`src/rtl/nx_fifo_rd_stream.sv`:
```
// Read-side drain engine: pops a show-ahead FIFO into a registered valid/ready stream
// through a 2-entry skid, with BURST_LEN beat framing and a wrapping accepted-beat counter.
module nx_fifo_rd_stream #(
  parameter int unsigned WIDTH     = 4,
  parameter int unsigned BURST_LEN = 4,
  parameter int unsigned CNT_W     = 16
) (
  input  logic             clk,
  input  logic             rst,
  input  logic             clear,
  input  logic             fifo_empty,
  input  logic [WIDTH-1:0] fifo_rdata,
  output logic             fifo_ren,
  output logic             out_valid,
  input  logic             out_ready,
  output logic [WIDTH-1:0] out_data,
  output logic             out_last,
  output logic [1:0]       occupancy,
  output logic [CNT_W-1:0] beat_count,
  output logic             busy
);

  localparam int unsigned BW = (BURST_LEN > 1) ? $clog2(BURST_LEN) : 1;
  localparam logic [BW-1:0] B_LAST = BW'(BURST_LEN - 1);

  logic [1:0]       occ_q, occ_d;
  logic [WIDTH-1:0] head_q, head_d;
  logic [WIDTH-1:0] tail_q, tail_d;
  logic [BW-1:0]    b_q, b_d;
  logic [CNT_W-1:0] cnt_q, cnt_d;
  logic             acc;
  logic             psh;

  // Pop decision depends only on FIFO state, skid fill and clear, never on out_ready.
  assign fifo_ren   = !rst && !fifo_empty && (occ_q != 2'd2) && !clear;
  assign out_valid  = (occ_q != 2'd0);
  assign out_data   = head_q;
  assign out_last   = out_valid && (b_q == B_LAST);
  assign occupancy  = occ_q;
  assign beat_count = cnt_q;
  assign busy       = out_valid || !fifo_empty;

  assign acc = out_valid && out_ready;
  assign psh = fifo_ren;

  // Skid movement, frame index and beat counter next-state.
  always_comb begin
    occ_d  = occ_q;
    head_d = head_q;
    tail_d = tail_q;
    b_d    = b_q;
    cnt_d  = cnt_q;

    if (acc) begin
      cnt_d = cnt_q + CNT_W'(1);
      b_d   = (b_q == B_LAST) ? '0 : b_q + BW'(1);
    end

    if (clear) begin
      occ_d  = 2'd0;
      head_d = '0;
      tail_d = '0;
      b_d    = '0;
    end else if (psh && !acc) begin
      if (occ_q == 2'd0) begin
        head_d = fifo_rdata;
      end else begin
        tail_d = fifo_rdata;
      end
      occ_d = occ_q + 2'd1;
    end else if (acc && !psh) begin
      // Head is zeroed when the skid empties so out_data reads 0 while idle.
      head_d = (occ_q == 2'd2) ? tail_q : '0;
      tail_d = '0;
      occ_d  = occ_q - 2'd1;
    end else if (acc && psh) begin
      head_d = fifo_rdata;
    end
  end

  always_ff @(posedge clk or posedge rst) begin
    if (rst) begin
      occ_q  <= 2'd0;
      head_q <= '0;
      tail_q <= '0;
      b_q    <= '0;
      cnt_q  <= '0;
    end else begin
      occ_q  <= occ_d;
      head_q <= head_d;
      tail_q <= tail_d;
      b_q    <= b_d;
      cnt_q  <= cnt_d;
    end
  end

endmodule

```
`config.mk`:
```
export PLATFORM = sky130hd
export DESIGN_NAME = nx_fifo_rd_stream
export DESIGN_NICKNAME = d
export VERILOG_FILES = /design/src/rtl/nx_fifo_rd_stream.sv
export SDC_FILE = /design/constraint.sdc
export NUM_CORES = 1
export LEC_CHECK = 0
export BUFFER_PORTS_ARGS = -buffer_cell sky130_fd_sc_hd__buf_2
export CORE_UTILIZATION = 44
export DETAILED_ROUTE_END_ITERATION = 8
export PLACE_DENSITY = 0.77
export SYNTH_ARGS = -nofsm -noshare
export SYNTH_HDL_FRONTEND = slang
export SYNTH_SLANG_ARGS = --single-unit
```
`constraint.sdc`:
```
create_clock -name clk -period 2.3 [get_ports clk]
set_input_delay 0.23 -clock clk [delete_from_list [all_inputs] [get_ports clk]]
set_output_delay 0.23 -clock clk [all_outputs]
set_load 0.005 [all_outputs]
```
==> flow_summary.ini <==
[run_status]
status = completed

[pwr]
powerDensity_nw_per_um2 = 649.2
power_mw = 1.080
ir_drop_uv = 254.8
cellLeakagePower_nw = 0.8211

[place]
globalplace.congestion = 0.8360
dp_hpwl_mm = 2.045
dpl_cell_area_um2 = 1600
port_buffers = 34

[routing]
final_antenna_net_count = 0
via_per_inst = 5.066
drtPass1Iterations = 4
drc = 0
dr_total_vias = 1074
wl_mm = 2.733
drt_iter0_drc = 39
wl_per_cell_um = 12.89

[run]
drv_cap = 0

[timing]
worst_pin_slew_ns = 0.5714
hold_ws_ns = 0.1269
max_freq_mhz = 567.4
finalCritPeriodShare_pct = 76.62
rsz0062_at_grt = no
finalSetupViolCount = 0
slew_viol_final = 0
min_period_ns = 1.762
timing.slew.headroom_pct = 61.50
finClkSkew_ns = 0.01183
setup_tns_ns = 0
hold_viol_final = 0

[yosys]
synth_compound_area_share_pct = 11.44
synthTopCellsByArea = dfrtp_1 (50%), xnor2_1 (8.7%), nand2_1 (4.5%)
ys.warnings.count = 0
synth_cell_types = 35
synth_area_per_cell_um2 = 10.53
synth_xor_area_share_pct = 10.46
synth_fp_nets = 145
synthCells = 134
synthMuxAreaShare_pct = 2.837
yosysSeqAreaShare_pct = 49.65
synth_area_um2 = 1411
synth_top_family_by_area = simple AND/OR/NAND/NOR gates
yosys.area_share.simple_pct = 18.88
netlist.top_cell.by_area = dfrtp_1
ys_ff_latch = 28
synthAdderAreaFrac_pct = 1.773
synth.top_cell.area_share_pct = 49.65

[finish]
n_antenna_cell = 0
layout.nets = 180
n_fill_cell = 302
drive_gt1_share_pct = 26.79
utilization_pct = 54.47
syn2layout_area_growth_pct = 17.82
design_area_um2 = 1663

[clock_network]
clkLatencyLatePin_ns = 0.33
cts-root-buf = clkbuf_4
cts_buffers = 3
ctsResizeCount = 0
cts_tree = yes
cts_sinks = 28
clkTransAtPathRegs_ns = 0.16
htree_levels = 1
clk_path_buf_depth = 2

[min_path]
min_from = fifo_rdata[1]
min_to = tail_q[1]
min_path_cells = 3
hold_class = in -> reg

[setup_path]
end_kind = output port
cp_max_fo = 6
required_ns = 2.07
worstPathArrival_ns = 1.53
r2r_cells = 4
reg2reg_to = beat_count[7]
reg2reg_slack_ns = 0.67
reg2reg_from = occupancy[0]
worstSetupStartpointType = input pin
crit_type = in -> out

[global_routing]
grtUsageTotal_pct = 18.23
antenna_found_initial = 0
grt_pass1_wl_mm = 4.664
overflow = 0
grt_max_degree = 29
grt_pass1_vias = 1052

[die]
io_pins = 35
die_h_um = 58.64
dieArea_um2 = 3438
start_util_pct = 46.23
die_x_um = 58.64
core_um2 = 3053
rows = 20
==> stage by stage <==
| step | instances | setup slack [ns] |
|---|---|---|
| 2_1_floorplan | 134 | 0.8228 |
| 3_3_place_gp | 207 | 0.7494 |
| 3_5_place_dp | 207 | 0.7044 |
| 4_1_cts | 212 | 0.5318 |
| 5_1_grt | 212 | 0.4307 |
| 6_report | 212 | 0.5377 |
==> critical path, stage by stage <==
cell and delay, ns:
dlygate4sd3_1 0.53, buf_2 0.13, or2_1 0.33, nor3_1 0.19, buf_2 0.13
==> timing repair <==
action | CTS | global route
hold endpoints to repair | 28 | 0
setup buffers | 0 | 0
hold buffers | 1 | 0
==> worst max path at each step <==
stage | from | endpoint | slack [ns] | depth (start not counted)
2_1_floorplan | occupancy[0] | beat_count[7] | 0.82 | 6
3_3_place_gp | occupancy[0] | beat_count[7] | 0.75 | 4
3_5_place_dp | occupancy[0] | beat_count[7] | 0.70 | 4
4_1_cts | rst | fifo_ren | 0.53 | 5
5_1_grt | occupancy[0] | busy | 0.43 | 3
6_report | rst | fifo_ren | 0.54 | 5
==> metal layers <==
layer	vias up	part of all wire, %	GRT usage [%]
li1	526	-	-
met1	512	42	22.08
met2	32	53	33.17
met3	4	3.9	2.637
met4	0	0.95	6.122
met5	-	0	0
==> registers in the layout, summed over array words and instances, names as in the netlist <==
register,cells
occupancy,2
beat_count,16
b_q,2
tail_q,4
out_data,4
==> cell families after synthesis <==
family	Yosys count
buf+inv	13
compound gates	19
xor+xnor	16
flops	28
fa+ha+maj	2
simple gates	52
mux	4
==> synthesized netlist by cell type <==
cell and number:
and4_4 1, o21ai_0 3, nand4_1 3, xor2_2 1, a211o_4 1, o21a_4 1, a21oi_1 5, a31oi_1 1
nand2b_1 1, a2111oi_4 1, and4_1 2, nand2_1 17, inv_1 7, and3_1 2, nor3_1 7, nor2_1 8
nor2b_1 1, clkbuf_1 1, buf_6 2, ha_1 2, nor2b_4 1, xnor2_1 14, o211ai_1 1, buf_2 2
buf_4 1, xor2_1 1, a21o_1 1, dfrtp_1 28, or2_1 1, o21ai_1 1, nor3b_1 1, and2_1 2
nand3_1 5, a221oi_1 4, mux2i_1 4
==> where the power goes <==
| part | total (mW) | switching, mW | internal (mW) |
|---|---|---|---|
| combinational | 0.165 | 0.0836 | 0.0819 |
| sequential | 0.588 | 0.0541 | 0.534 |
| clock | 0.326 | 0.149 | 0.176 |
| total | 1.08 | 0.287 | 0.792 |
==> area by class of cell <==
type / instances / area, µm² / share of cell area, %
tap: 44 / 55.05 / 3.311
inverter: 7 / 26.28 / 1.580
clock inverter: 1 / 30.03 / 1.806
clock buffer: 3 / 22.52 / 1.354
sequential: 28 / 700.7 / 42.14
multi-input combinational: 93 / 640.6 / 38.53
timing repair buffer: 36 / 187.7 / 11.29
==> cells in the final DEF (no fill, tap or decap), types with 2 or more instances in the layout <==
master    count
and2_1        2
nor3_1        7
nand3_1       5
ha_1          2
buf_2        34
nand2_1      17
a21oi_1       5
a221oi_1      4
mux2i_1       4
clkbuf_4      3
dfrtp_1      28
and4_1        2
inv_1         7
nand4_1       3
o21ai_0       3
nor2_1        8
xnor2_1      14
and3_1        2
Note: power is estimated with default switching activity, not from simulation.
